--- src/rtl/dma_pkg.sv ---
// ---------------------------------------------------------------------------
// dma_pkg -- definitions shared by the DMA source and destination controllers.
//
// Contents:
//   BEAT_BYTES  : bytes moved per bus beat (beats are word aligned)
//   OFF_WD      : width of the byte offset inside a beat
//   dma_state_e : controller FSM encoding (IDLE is all-zero so a reset
//                 state reads as 0 on a debug port)
// ---------------------------------------------------------------------------
package dma_pkg;

    localparam int BEAT_BYTES = 4;
    localparam int OFF_WD     = 2;

    typedef enum logic [2:0] {
        IDLE = 3'd0,
        REQ  = 3'd1,
        RSP  = 3'd2,
        PUSH = 3'd3,
        DONE = 3'd4
    } dma_state_e;

endpackage

--- src/rtl/dma_be_gen.sv ---
// ---------------------------------------------------------------------------
// dma_be_gen -- combinational byte-enable generator for one bus beat.
//
// Ports:
//   offset    in  OFF_WD  byte offset of the transfer start inside its word
//   remaining in  LEN_WD  bytes still to move, including this beat
//   first     in  1       this is the first beat (offset applies)
//   be        out BE_WD   byte enables for this beat
//
// Byte m is enabled when lo <= m < lo + remaining, where lo is the offset on
// the first beat and 0 afterwards. This one rule covers the first, middle
// (remaining >= BE_WD gives all ones) and last beats.
// ---------------------------------------------------------------------------
module dma_be_gen
    import dma_pkg::*;
#(
    parameter int LEN_WD = 12,
    parameter int BE_WD  = 4
) (
    input  logic [OFF_WD-1:0] offset,
    input  logic [LEN_WD-1:0] remaining,
    input  logic              first,
    output logic [BE_WD-1:0]  be
);

    // One extra bit so lo + remaining cannot wrap for the largest length.
    localparam int EW = LEN_WD + 1;

    logic [EW-1:0] lo;
    logic [EW-1:0] hi;

    always_comb begin
        lo = first ? EW'(offset) : '0;
        hi = lo + {1'b0, remaining};
        be = '0;
        for (int m = 0; m < BE_WD; m++) begin
            be[m] = (EW'(m) >= lo) && (EW'(m) < hi);
        end
    end

endmodule

--- src/rtl/dma_src_ctrl.sv ---
// ---------------------------------------------------------------------------
// dma_src_ctrl -- DMA channel source side: reads the source region through
// the core-bus load port one word at a time and pushes each word, with its
// byte enables, into the channel buffer.
//
// Ports:
//   clk_i, rstn_i            clock (rising edge) / async active-low reset
//   start_i                  one-cycle start pulse from the channel registers
//   src_addr_i               source byte address (latched at start)
//   data_length_i            transfer length in bytes (latched at start)
//   dst_idle_i               destination controller is idle
//   src_done_o               one-cycle pulse once every beat is in the buffer
//   src_idle_o               FSM is in IDLE
//   buf_w*                   write channel into the buffer
//   core_ld_*                core-bus load port (read only, we tied low)
//   dbg_state                current FSM state
//
// Handshakes: a transfer happens on a rising edge where valid (req) and
// ready (gnt) are both 1; valid never drops and its payload never changes
// until that edge. A same-cycle grant is accepted. Exactly one load is in
// flight, so rvalid is only looked at in RSP.
// ---------------------------------------------------------------------------
module dma_src_ctrl
    import dma_pkg::*;
#(
    parameter int DATA_WD = 32,
    parameter int ADDR_WD = 32,
    parameter int LEN_WD  = 12,
    parameter int BE_WD   = DATA_WD / 8
) (
    input  logic               clk_i,
    input  logic               rstn_i,
    input  logic               start_i,
    input  logic [ADDR_WD-1:0] src_addr_i,
    input  logic [LEN_WD-1:0]  data_length_i,
    input  logic               dst_idle_i,
    output logic               src_done_o,
    output logic               src_idle_o,
    output logic               buf_wvalid_o,
    input  logic               buf_wready_i,
    output logic [BE_WD-1:0]   buf_wbe_o,
    output logic [DATA_WD-1:0] buf_wdata_o,
    output logic               core_ld_req_o,
    input  logic               core_ld_gnt_i,
    output logic               core_ld_we_o,
    output logic [BE_WD-1:0]   core_ld_be_o,
    output logic [ADDR_WD-1:0] core_ld_addr_o,
    input  logic [DATA_WD-1:0] core_ld_rdata_i,
    input  logic               core_ld_rvalid_i,
    output dma_state_e         dbg_state
);

    dma_state_e        state;
    logic [LEN_WD-1:0] remaining;
    logic [LEN_WD-1:0] wbe_cnt;
    logic [LEN_WD-1:0] rem_next;
    logic [LEN_WD-1:0] gen_rem;
    logic              gen_first;
    logic [BE_WD-1:0]  gen_be;

    // Bytes carried by the beat currently offered to the buffer.
    always_comb begin
        wbe_cnt = '0;
        for (int m = 0; m < BE_WD; m++) begin
            wbe_cnt = wbe_cnt + LEN_WD'(buf_wbe_o[m]);
        end
    end

    assign rem_next = remaining - wbe_cnt;

    // The generator is shared by both points where a beat's enables are
    // loaded: at start (raw inputs, offset applies) and at the end of a push
    // (bytes left after this beat, no offset).
    assign gen_first = (state == IDLE);
    assign gen_rem   = gen_first ? data_length_i : rem_next;

    dma_be_gen #(
        .LEN_WD (LEN_WD),
        .BE_WD  (BE_WD)
    ) u_be_gen (
        .offset    (src_addr_i[OFF_WD-1:0]),
        .remaining (gen_rem),
        .first     (gen_first),
        .be        (gen_be)
    );

    assign core_ld_we_o = 1'b0;
    assign dbg_state    = state;

    always_ff @(posedge clk_i or negedge rstn_i) begin
        if (!rstn_i) begin
            state          <= IDLE;
            remaining      <= '0;
            src_done_o     <= 1'b0;
            src_idle_o     <= 1'b1;
            buf_wvalid_o   <= 1'b0;
            buf_wbe_o      <= '0;
            buf_wdata_o    <= '0;
            core_ld_req_o  <= 1'b0;
            core_ld_be_o   <= '0;
            core_ld_addr_o <= '0;
        end else begin
            case (state)
                IDLE: begin
                    if (start_i && dst_idle_i && (data_length_i != '0)) begin
                        state          <= REQ;
                        src_idle_o     <= 1'b0;
                        remaining      <= data_length_i;
                        core_ld_req_o  <= 1'b1;
                        core_ld_addr_o <= {src_addr_i[ADDR_WD-1:OFF_WD], {OFF_WD{1'b0}}};
                        core_ld_be_o   <= gen_be;
                    end
                end
                REQ: begin
                    if (core_ld_gnt_i) begin
                        core_ld_req_o <= 1'b0;
                        state         <= RSP;
                    end
                end
                RSP: begin
                    if (core_ld_rvalid_i) begin
                        buf_wdata_o  <= core_ld_rdata_i;
                        buf_wbe_o    <= core_ld_be_o;
                        buf_wvalid_o <= 1'b1;
                        state        <= PUSH;
                    end
                end
                PUSH: begin
                    if (buf_wready_i) begin
                        buf_wvalid_o <= 1'b0;
                        remaining    <= rem_next;
                        if (rem_next == '0) begin
                            state      <= DONE;
                            src_done_o <= 1'b1;
                        end else begin
                            state          <= REQ;
                            core_ld_req_o  <= 1'b1;
                            core_ld_addr_o <= core_ld_addr_o + ADDR_WD'(BEAT_BYTES);
                            core_ld_be_o   <= gen_be;
                        end
                    end
                end
                DONE: begin
                    src_done_o <= 1'b0;
                    src_idle_o <= 1'b1;
                    state      <= IDLE;
                end
                default: begin
                    state      <= IDLE;
                    src_idle_o <= 1'b1;
                end
            endcase
        end
    end

endmodule

--- config.mk ---
export PLATFORM = sky130hd
export DESIGN_NAME = dma_src_ctrl
export DESIGN_NICKNAME = d
export VERILOG_FILES = /design/src/rtl/dma_pkg.sv /design/src/rtl/dma_be_gen.sv /design/src/rtl/dma_src_ctrl.sv
export SDC_FILE = /design/constraint.sdc
export NUM_CORES = 1
export LEC_CHECK = 0
export CAP_MARGIN = 20
export CORE_MARGIN = 2
export CORE_UTILIZATION = 52
export CTS_CLUSTER_SIZE = 16
export DETAILED_ROUTE_END_ITERATION = 7
export PLACE_DENSITY = 0.85
export REMOVE_ABC_BUFFERS = 1
export SKIP_LAST_GASP = 1
export SYNTH_ARGS = -nofsm -noshare
export SYNTH_HDL_FRONTEND = slang
export SYNTH_SLANG_ARGS = --single-unit
export TNS_END_PERCENT = 10
--- constraint.sdc ---
create_clock -name clk_i -period 7.5 [get_ports clk_i]
set_input_delay 0.75 -clock clk_i [delete_from_list [all_inputs] [get_ports clk_i]]
set_output_delay 0.75 -clock clk_i [all_outputs]
set_load 0.005 [all_outputs]
# Word-level counts from Yosys, hierarchy flattened
# Index checks and enable logic that the tools add are counted.
# word_totals
ff_bits	91
output_inout_bits	80
word_cells	89
# op_classes
add_sub_neg	6
n_lt_le_gt_ge	8
eq_ne	10
mux	32
bitwise_logic	1
n_reduce_logical	22
# ops
op	count
2-to-1 mux 32 bit	3
case mux 32 bit (2 select lines)	1
2-to-1 mux 12 bit	3
adder 32 x 3 -> 32 bit, second input constant	1
greater-or-equal comparator 1 x 13 -> 1 bit, first input constant	2
greater-or-equal comparator 2 x 13 -> 1 bit, first input constant	2
less-than comparator 1 x 13 -> 1 bit, first input constant	2
less-than comparator 2 x 13 -> 1 bit, first input constant	2
case mux 12 bit (2 select lines)	1
2-to-1 mux 3 bit	5
adder 13 x 12 -> 13 bit	1
logical NOT 12 bit	1
2-to-1 mux 4 bit	3
case mux 3 bit (4 select lines)	1
nonzero test 12 bit	1
subtractor 12 x 4 -> 12 bit	1
!= test 2 bit, second input constant	5
2-to-1 mux 1 bit	9
AND reduction 3 bit	3
case mux 4 bit (2 select lines)	1
AND reduction 4 bit	2
== test 3 x 2 -> 1 bit, second input constant	2
logical AND 1 bit	6
case mux 1 bit (2 select lines)	3
15 further kinds	18

# Longest topological paths before layout
# Gate-level depths: netlist of the first run.
# logic_depth
depth_word	11
mapped_depth	16

# Modules after synthesis
# From an unflattened synthesis of the first run, not the netlist that was laid out.
# unflattened
hier_cells	564
area_unflattened_um2	5317.6
# by_module_without_submodules
mod	n_inst	cells_each	area_per_inst_um2	seq_area_each_um2
dma_src_ctrl	1	519	4987.3	2228.4
dma_be_gen	1	45	330.3	0.0

# Worst setup path before layout of the first run
# Ideal clock, no wire load.
# synth_timing
path_type	reg-to-reg
start	reg buf_wbe_o[1]
end	reg core_ld_be_o[1]
setup_ns	0.140
t_arrival_ns	4.374
required_ns	7.360
path_slack_ns	2.986
path_stages_with_launch	16
path_buffers	0
period_less_slack_ns	4.514
path_cell_list	dfrtp_1 -> fa_1 -> fa_1 -> fa_1 -> inv_1 -> ha_1 -> nor2_1 -> fa_1 -> a21oi_1 -> ha_1 -> a21o_1 -> or3_1 -> a21oi_1 -> o21ai_0 -> nor3_1 -> a31oi_1
# synth_between
elab_chain_cells	11
word_cells_on_any_way	15
cone_classes	5 x add/sub; 1 x order compare; 1 x eq/ne; 5 x mux; 3 x reduce/logical
# synth_rtl
item	line	rtl
start, declared	dma_src_ctrl.sv:41	output logic [BE_WD-1:0] buf_wbe_o,
start signal, assigned	dma_src_ctrl.sv:123	buf_wbe_o <= core_ld_be_o;
adder 1 x 1 -> 2 bit *	dma_src_ctrl.sv:65	wbe_cnt = wbe_cnt + LEN_WD'(buf_wbe_o[m]);
adder 2 x 1 -> 3 bit *	dma_src_ctrl.sv:65	
adder 3 x 1 -> 4 bit *	dma_src_ctrl.sv:65	
subtractor 12 x 4 -> 12 bit *	dma_src_ctrl.sv:69	assign rem_next = remaining - wbe_cnt;
2-to-1 mux 12 bit	dma_src_ctrl.sv:75	assign gen_rem = gen_first ? data_length_i : rem_next;
adder 13 x 12 -> 13 bit	dma_be_gen.sv:34	hi = lo + {1'b0, remaining};
less-than comparator 1 x 13 -> 1 bit	dma_be_gen.sv:37	be[m] = (EW'(m) >= lo) && (EW'(m) < hi);
logical AND 1 bit	dma_be_gen.sv:37	
2-to-1 mux 4 bit	dma_src_ctrl.sv:132	if (rem_next == '0) begin
2-to-1 mux 4 bit	dma_src_ctrl.sv:129	if (buf_wready_i) begin
case mux 4 bit (2 select lines)	dma_src_ctrl.sv:103	case (state)
end signal, assigned	dma_src_ctrl.sv:111	core_ld_be_o <= gen_be;
end signal, assigned	dma_src_ctrl.sv:139	core_ld_be_o <= gen_be;
end, declared	dma_src_ctrl.sv:46	output logic [BE_WD-1:0] core_ld_be_o,
# Mark *: on every way between the ends. The rest lies on a longest branch, timed or not. The select of a mux whose other input is x is not followed.
# A chain may end at the register's enable or synchronous reset.

# Worst setup path in the final report of the first run
# Same ends and word-level chain as after synthesis.

==> impl_results.md, run 1 <==
* Ant. Diodes at 0
* Final HPWL DP at 11400 um
* Top Ports at 163
* Via density at 5.94
* FFs w/ async S/R, synth at 100%
* Initial DRC Count at 308
* Avg WL per Cell at 17.7 um
* Count of different cell masters after synthesis at 72
* Critical Path RT at 7.72 ns
* Setup TNS at 0 ns
* Inserted Clock Buffers at 9
* Final Setup Violations at 0
* Share of cells above drive strength 1 at 13.8%
* Slew margin rel. at 33.4%
* Seq/Total Area, Yosys at 41.1%
* Final hold vios at 0
* M1 GR Usage at 35.8%
* Hold crit path type: in2async
* Fill count at 770
* Setup Skew at 0.0134 ns
* Placer Congestion at 0.891
* Clock period minus worst slack at 5.11 ns
* ANT nets after route at 0
* Nets at 814
* Die X-Extent at 106 um
* Worst VDD drop at 0.000305 V
* Startpoint types: flop
* H-tree depth at 3
* Worst-margin pin slew at 0.999 ns
* I/O Buffers at 159
* TritonCTS clock tree: built
* RSZ-0062 raised after global routing: false
* Routed wire length at 15200 um
* Die area at 11300 um2
* CP max FO at 34
* Initial DRT Pass Iterations at 4
* M3 GR Usage at 5.52%
* Max-slew violation count at 0
* Clk Tree Root Cell: clkbuf_8
* Tcrit/Tclk final at 68.2%
* GR Layer Usage met2 at 45.9%
* Overall power at 0.00361 W
* Placeable Area at 10200 um2
* P&R area growth vs syn at 34.0%
* Critical path type: reg2reg
* Sink Count at 89
* Worst Path Arrival at 5.33 ns
* EDFF count, synth at 0
* Routed vias at 5107
* Clock slew at reported path FFs at 0.10 ns
* GR Util All Layers at 27.3%
* Clk buf depth at 2
* Crit. End Element: flop
* Post-synthesis cell area at 5420 um2
* Largest net degree at the start of global routing at 54
* First-pass GRT wire length at 24900 um
* Maxcap violations at 0
* Post-CTS Setup Bufs at 0
* YS warnings at 0
* Syn Area/Cell at 9.38 um2
* Drt drc at 0
* Clk Latency, worst-skew pair at 0.35 ns
* Row cnt at 37
* Cells after DPL at 843
* Post-Syn Instances at 578
* PostCTS Resize Cnt at 0
* Final global-route overflow total at 0
* Hold-fix buffer count after cts at 0
* Pwr Density at 498 nW/um2
* Fmax at 0.196 GHz
* Die Y at 106 um
* Synthesis-stage register bit count at 89
* Vias in the first global route at 5032
* Initial antenna violation count at 0
* Initial core utilization at 53.0%
* Ys flop type: dfrtp_1
* Leakage power at 2.84 nW
* Final cell count without fillers at 860
* Status: complete, no violations
* Most used routing layer: met2
==> synthesized netlist by cell type (7+ instances only) <==
library cell	n	area share (%)
dfrtp_1	88	41
nand2_1	65	4.5
nor2_1	46	3.2
a21oi_1	43	4.0
o21ai_0	39	3.6
mux2_2	38	7.9
clkbuf_1	24	1.7
a21oi_2	18	2.9
o22ai_1	17	2.0
nand3_1	15	1.4
inv_1	14	0.97
a31oi_1	12	1.4
and3_1	10	1.2
nor3_1	10	0.92
nand4_1	8	0.92
a2bb2oi_2	7	1.9
==> critical path, cell delays in order, from the launching register on <==
cell	delay (ns)
dfrtp_1	0.42
fa_1	0.57
fa_1	0.43
fa_1	0.58
inv_1	0.08
ha_1	0.25
nor2_1	0.16
fa_1	0.29
nor4bb_1	0.50
a21oi_1	0.09
o21ai_0	0.23
a2111o_1	0.24
o21a_2	0.80
mux2i_1	0.29
a31oi_1	0.06
==> metrics by stage <==
step	hold slack, ns	utilization [%]	area [um2]	worst slack (ns)
global route	0.380	71.0	7260	2.02
global placement	0.464	68.8	7040	2.25
finish	0.352	71.0	7260	2.39
floorplan	0.454	-	5230	2.60
detailed placement	0.478	68.8	7040	2.05
CTS	0.362	70.8	7250	1.99
==> sequential cells by signal (all words and copies together) (netlist names), 3 cells and up <==
signal,flops
dbg_state,3
core_ld_addr_o,30
remaining,12
core_ld_be_o,4
buf_wbe_o,4
buf_wdata_o,32
==> cell usage in the layout (no fill, tap or decap), drive strengths merged, types with 9 or more instances in the layout <==
| cell | synthesis | final |
|---|---|---|
| a21oi | 61 | 61 |
| a2bb2oi | 9 | 9 |
| a31oi | 12 | 12 |
| and3 | 10 | 10 |
| clkbuf | 24 | 9 |
| clkdlybuf4s50 | 0 | 158 |
| dfrtp | 88 | 88 |
| inv | 14 | 17 |
| mux2 | 38 | 38 |
| nand2 | 66 | 66 |
| nand3 | 15 | 15 |
| nor2 | 46 | 46 |
| nor3 | 11 | 11 |
| o21ai | 42 | 42 |
| o22ai | 17 | 17 |
==> final timing paths <==
check / from / cells past startpoint / to / slack [ns]
min in group clk_i: src_idle_o$_DFFE_PN1P_ / 2 / src_idle_o$_DFFE_PN1P_ / 0.49
setup reg to reg: buf_wbe_o[1]$_DFFE_PN0P_ / 14 / core_ld_be_o[1]$_DFFE_PN0P_ / 2.39
hold / removal: rstn_i / 1 / core_ld_be_o[0]$_DFFE_PN0P_ / 0.35
max in group asynchronous: rstn_i / 2 / core_ld_addr_o[27]$_DFFE_PN0P_ / 6.11
hold reg to reg: src_idle_o$_DFFE_PN1P_ / 2 / src_idle_o$_DFFE_PN1P_ / 0.49
setup / recovery: buf_wbe_o[1]$_DFFE_PN0P_ / 14 / core_ld_be_o[1]$_DFFE_PN0P_ / 2.39
==> where the power goes <==
group / switching (W) / internal [W]
clock network: 0.000186 / 0.000161
logic: 0.00121 / 0.00110
registers: 0.000248 / 0.000708
total: 0.00164 / 0.00197
==> cell families (layout without fill, tap and decap cells) <==
group,after synthesis,in the layout,synth area share (%)
AND/OR/NAND/NOR,192,192,17.7
AO/OA/AOI/OAI,184,184,23.1
flip-flops,89,89,41.1
buffers and inverters,51,195,4.64
multiplexers,43,43,8.82
adder cells (fa/ha/maj),12,12,3.60
XOR/XNOR,6,6,0.970
other,1,3,0.0692
==> layer usage <==
metal | up-vias | part of all wire, %
met1 | 2477 | 42
met5 | - | 0
li1 | 2395 | -
met4 | 0 | 2.1
met3 | 30 | 6.1
met2 | 205 | 50
==> final cells by class <==
cell class                      instances  area (um2)  area share [%]
Multi-Input combinational cell        440        2960            40.7
Sequential cell                        89        2230            30.7
Timing Repair Buffer                  165        1640            22.6
Tap cell                              136         170            2.34
Clock buffer                            9         124            1.71
Clock inverter                          7        87.6            1.21
Inverter                               14        52.6           0.724
(Power assumes the default switching activity.)
==> inputs of run 2 (changes only) <==
--- a/config.mk
+++ b/config.mk
@@ -7,10 +7,10 @@
 export LEC_CHECK = 0
 export CAP_MARGIN = 20
 export CORE_MARGIN = 2
-export CORE_UTILIZATION = 52
+export CORE_UTILIZATION = 43
 export CTS_CLUSTER_SIZE = 16
 export DETAILED_ROUTE_END_ITERATION = 7
-export PLACE_DENSITY = 0.85
+export PLACE_DENSITY = 0.75
 export REMOVE_ABC_BUFFERS = 1
 export SKIP_LAST_GASP = 1
 export SYNTH_ARGS = -nofsm -noshare
==> constraint.sdc (replaced) <==
create_clock -name clk_i -period 4.6 [get_ports clk_i]
set_input_delay 0.46 -clock clk_i [delete_from_list [all_inputs] [get_ports clk_i]]
set_output_delay 0.46 -clock clk_i [all_outputs]
set_load 0.005 [all_outputs]
==> impl_results.md, run 2 (same netlist as run 1, synthesis figures left out) <==
* Hold-fix buffer count after cts at 0
* Startpoint types: flop
* Setup Skew at 0.00556 ns
* Via density at 5.64
* Max-slew violation count at 0
* Leakage power at 3.01 nW
* RSZ-0062 raised after global routing: true
* Die Y at 116 um
* Final Setup Violations at 0
* Row cnt at 41
* GR Util All Layers at 23.2%
* Crit. End Element: flop
* Pwr Density at 888 nW/um2
* CP max FO at 4
* Inserted Clock Buffers at 9
* Final HPWL DP at 11400 um
* TritonCTS clock tree: built
* ANT nets after route at 0
* Placeable Area at 12500 um2
* I/O Buffers at 159
* Top reg by flops: buf_wdata_o
* Final global-route overflow total at 0
* Largest register FFs at 32
* Clk Tree Root Cell: clkbuf_16
* Die X-Extent at 116 um
* Hold crit path type: in2async
* Final cell count without fillers at 914
* Fill count at 1038
* Placer Congestion at 0.901
* Maxcap violations at 0
* Critical Path RT at 4.81 ns
* Clock period minus worst slack at 4.47 ns
* Fmax at 0.224 GHz
* Final hold vios at 0
* Ant. Diodes at 0
* Status: complete, no violations
* Avg WL per Cell at 17.0 um
* Sink Count at 89
* Clk buf depth at 2
* Initial antenna violation count at 0
* Clk Latency, worst-skew pair at 0.34 ns
* Worst VDD drop at 0.000654 V
* Routed wire length at 15600 um
* Design Area, Final at 7700 um2
* Vias in the first global route at 5037
* First-pass GRT wire length at 24800 um
* Nets at 832
* Most common cell after layout, fill and taps aside: clkdlybuf4s50_1
* Area of the multi-input gates at 3050 um2
* Share of cells above drive strength 1 at 17.9%
* Sequential cell area at 2230 um2
* Top Registers: buf_wdata_o: 32 flops, core_ld_addr_o: 30 flops, remaining: 12 flops
* Drt drc at 0
* Worst Path Arrival at 4.68 ns
* Initial DRT Pass Iterations at 5
* Worst-margin pin slew at 0.941 ns
* P&R area growth vs syn at 42.1%
* Largest net degree at the start of global routing at 55
* Routed vias at 5151
* Post-DP Area at 7200 um2
* Top Ports at 163
* H-tree depth at 3
* Most frequent cells in the layout: 158 x clkdlybuf4s50_1, 88 x dfrtp_1, 65 x nand2_1, 45 x nor2_1, 40 x a21oi_1
* Critical path type: reg2reg
* Clock slew at reported path FFs at 0.06 ns
* Slew margin rel. at 37.3%
* Initial core utilization at 43.5%
* Initial DRC Count at 439
* Die area at 13500 um2
* Cells after DPL at 891
* Tcrit/Tclk final at 97.1%
run 2: layer usage:
metal  up-vias  wire [um]  global-route usage [%]
met2       205       7500                    38.4
met4         0        244                    7.78
li1       2436          -                       -
met5         -          0                       0
met1      2489       6650                    30.4
met3        21       1190                    5.14
run 2: power by group:
part           switching [W]  internal, W
sequential          0.000420      0.00116
combinational        0.00212      0.00228
clock               0.000315     0.000548
run 2: layout make-up:
type | count | share of cell area [%]
clock buffer | 10 | 3.10
clock inverter | 6 | 1.49
inverter | 14 | 0.682
multi-input combinational | 440 | 39.6
sequential | 89 | 28.9
tap | 172 | 2.79
timing repair buffer | 183 | 23.4
run 2: through the flow:
step	power (W)	hold slack, ns	setup slack [ns]	utilization (%)	TNS (ns)
finish	0.00684	0.0861	0.134	61.8	0
floorplan	0.00385	0.164	-0.299	-	-6.17
CTS	0.00674	0.103	-0.0338	61.5	-0.0937
global route	0.00740	0.116	-0.0296	61.8	-0.0318
detailed placement	0.00544	0.463	-0.0808	57.7	-0.361
global placement	0.00530	0.454	0.0446	57.7	0
run 2: path summary, 6_finish.rpt:
| kind | endpoint | start | cells after the start | slack (ns) |
|---|---|---|---|---|
| worst max-delay path | core_ld_be_o[0]$_DFFE_PN0P_ | buf_wbe_o[1]$_DFFE_PN0P_ | 16 | 0.13 |
| worst min-delay path | remaining[9]$_DFFE_PN0P_ | rstn_i | 1 | 0.09 |
| worst max register to register | core_ld_be_o[0]$_DFFE_PN0P_ | buf_wbe_o[1]$_DFFE_PN0P_ | 16 | 0.13 |
| worst min register to register | buf_wvalid_o$_DFFE_PN0P_ | buf_wvalid_o$_DFFE_PN0P_ | 1 | 0.49 |
| max in group asynchronous | buf_wvalid_o$_DFFE_PN0P_ | rstn_i | 2 | 3.45 |
| min in group clk_i | buf_wvalid_o$_DFFE_PN0P_ | buf_wvalid_o$_DFFE_PN0P_ | 1 | 0.49 |
run 2: worst max-delay path, stage by stage (launching register included):
cell     delay, ns
dfrtp_1       0.40
fa_1          0.57
fa_1          0.43
fa_2          0.57
buf_6         0.11
ha_4          0.14
nor2_4        0.04
fa_2          0.54
a21oi_2       0.06
ha_1          0.33
a21o_1        0.20
or3_1         0.33
a21oi_2       0.14
o21ai_1       0.08
nor3_2        0.17
buf_4         0.15
a31oi_1       0.07
run 2: timing repair:
action	CTS	global route
setup endpoints to repair	23	34
setup buffers	7	0
pin swaps	10	11
gates resized for setup	15	7
==> inputs of run 3 (changes only) <==
--- a/config.mk
+++ b/config.mk
@@ -7,10 +7,10 @@
 export LEC_CHECK = 0
 export CAP_MARGIN = 20
 export CORE_MARGIN = 2
-export CORE_UTILIZATION = 43
+export CORE_UTILIZATION = 48
 export CTS_CLUSTER_SIZE = 16
 export DETAILED_ROUTE_END_ITERATION = 7
-export PLACE_DENSITY = 0.75
+export PLACE_DENSITY = 0.79
 export REMOVE_ABC_BUFFERS = 1
 export SKIP_LAST_GASP = 1
 export SYNTH_ARGS = -nofsm -noshare
==> constraint.sdc (replaced) <==
create_clock -name clk_i -period 4.51 [get_ports clk_i]
set_input_delay 0.451 -clock clk_i [delete_from_list [all_inputs] [get_ports clk_i]]
set_output_delay 0.451 -clock clk_i [all_outputs]
set_load 0.005 [all_outputs]
==> impl_results.md, run 3 (same netlist as run 1, synthesis figures left out) <==
* Final hold vios at 0
* Hold Worst Slack at 0.111 ns
* Reg2Reg Setup Slack at 0.02 ns
* Die Y at 110 um
* TritonCTS clock tree: built
* Nets at 840
* Crit. End Element: flop
* I/O Buffers at 159
* Maxcap violations at 0
* Worst Path Buf+Inv at 3
* Worst-margin pin slew at 0.703 ns
* Placer Congestion at 1.01
* H-tree depth at 3
* Post-DP Area at 7210 um2
* Die X-Extent at 110 um
* Clock slew at reported path FFs at 0.07 ns
* Clk Tree Root Cell: clkbuf_16
* Hold-fix buffer count after cts at 0
* Sink Count at 89
* RSZ-0062 raised after global routing: true
* Vias in the first global route at 4968
* Number of cells on the worst reg-to-reg path at 16
* Final HPWL DP at 11300 um
* CP max FO at 4
* First-pass GRT wire length at 24400 um
* Most frequent cells in the layout: 158 x clkdlybuf4s50_1, 88 x dfrtp_1, 65 x nand2_1, 45 x nor2_1, 40 x a21oi_1
* Routed wire length at 15400 um
* Via density at 5.89
* Finished Core Util at 70.3%
* Clk Latency, worst-skew pair at 0.34 ns
* Placeable Area at 10900 um2
* Startpoint types: flop
* CP cell instances: fa_1, fa_1, fa_2, inv_2, ha_4, nor2_4, fa_2, a21oi_4, buf_4, fa_2, o211ai_1, o31a_1, o21ai_2, a21oi_2, buf_4, a31oi_1
* Avg WL per Cell at 17.2 um
* Pwr Density at 917 nW/um2
* Design Area, Final at 7690 um2
* Share of cells above drive strength 1 at 18.9%
* Initial DRT Pass Iterations at 5
* Top Ports at 163
* Clock period minus worst slack at 4.49 ns
* Inserted Clock Buffers at 9
* Largest register FFs at 32
* Crit-path leading delay family: adder cells
* Clk buf depth at 2
* Worst setup margin at 0.0217 ns
* Setup WS pre-CTS at -0.0630 ns
* Leakage power at 3.02 nW
* Worst Path Arrival at 4.74 ns
* Die area at 12200 um2
* Final global-route overflow total at 0
* ANT nets after route at 0
* Worst VDD drop at 0.000563 V
* P&R area growth vs syn at 41.8%
* Fmax at 0.223 GHz
* Final Setup Violations at 0
* Routed vias at 5239
* Initial DRC Count at 484
* Critical-path top delay cell: fa_2
* Drt drc at 0
* Critical path type: reg2reg
* Max-slew violation count at 0
* Largest net degree at the start of global routing at 47
* GR Util All Layers at 25.7%
* R2r startpoint: buf_wbe_o[1]$_DFFE_PN0P_
* Top reg by flops: buf_wdata_o
* Hold crit path type: in2async
* Most common cell on crit path: fa_2
* Initial antenna violation count at 0
* Row cnt at 38
* Setup Skew at 0.00972 ns
* Worst r2r dst: core_ld_be_o[0]$_DFFE_PN0P_
* Initial core utilization at 49.6%
* Status: complete, no violations
* Tcrit/Tclk final at 99.5%
* Most common cell after layout, fill and taps aside: clkdlybuf4s50_1
* Critical Path RT at 4.76 ns
* Slew margin rel. at 53.1%
* Top Registers: buf_wdata_o: 32 flops, core_ld_addr_o: 30 flops, remaining: 12 flops
* Ant. Diodes at 0
* CP max stage delay at 0.60 ns
[run 3: per-stage QoR]
stage | setup TNS (ns) | power, W | std cells
after floorplan | -9.28 | 0.00393 | 543
after global placement | 0 | 0.00555 | 866
after detailed placement | -0.232 | 0.00570 | 866
after CTS | -0.200 | 0.00674 | 886
after global routing | -0.737 | 0.00761 | 890
final | 0 | 0.00705 | 890
[run 3: layout make-up]
cell class | instances | area, um2
clock buffers | 9 | 225
clock inverters | 7 | 67.6
fillers | 861 | 3250
inverters | 14 | 52.6
multi-input cells | 440 | 3080
flip-flops and latches | 89 | 2230
well taps | 140 | 175
repair buffers | 191 | 1860
[run 3: worst max-delay path by stage]
stage	slack (ns)	cells past startpoint	from	end
CTS	-0.06	16	buf_wbe_o[3]$_DFFE_PN0P_	core_ld_be_o[0]$_DFFE_PN0P_
floorplan	-0.39	14	buf_wbe_o[1]$_DFFE_PN0P_	core_ld_addr_o[18]$_DFFE_PN0P_
detailed placement	-0.06	16	buf_wbe_o[1]$_DFFE_PN0P_	core_ld_be_o[1]$_DFFE_PN0P_
finish	0.02	16	buf_wbe_o[1]$_DFFE_PN0P_	core_ld_be_o[0]$_DFFE_PN0P_
global route	-0.12	16	buf_wbe_o[1]$_DFFE_PN0P_	core_ld_be_o[1]$_DFFE_PN0P_
global placement	0.06	16	buf_wbe_o[1]$_DFFE_PN0P_	core_ld_be_o[1]$_DFFE_PN0P_
[run 3: metal layers]
metal / GRT usage (%) / vias to the layer above / part of all wire, %
met5: 0 / - / 0
met1: 32.5 / 2503 / 41
met3: 7.58 / 23 / 9.2
met4: 6.43 / 0 / 1.2
li1: - / 2454 / -
met2: 43.4 / 259 / 49
[run 3: power by group]
group,internal [W],switching [W]
clock network,0.000389,0.000342
registers,0.00118,0.000419
logic,0.00243,0.00228
total,0.00400,0.00305
[run 3: repair_timing]
action                     in CTS  in global routing
resized for setup              16                 11
setup buffers                   4                  4
setup endpoints to repair      24                 34
pin swaps                      13                  8
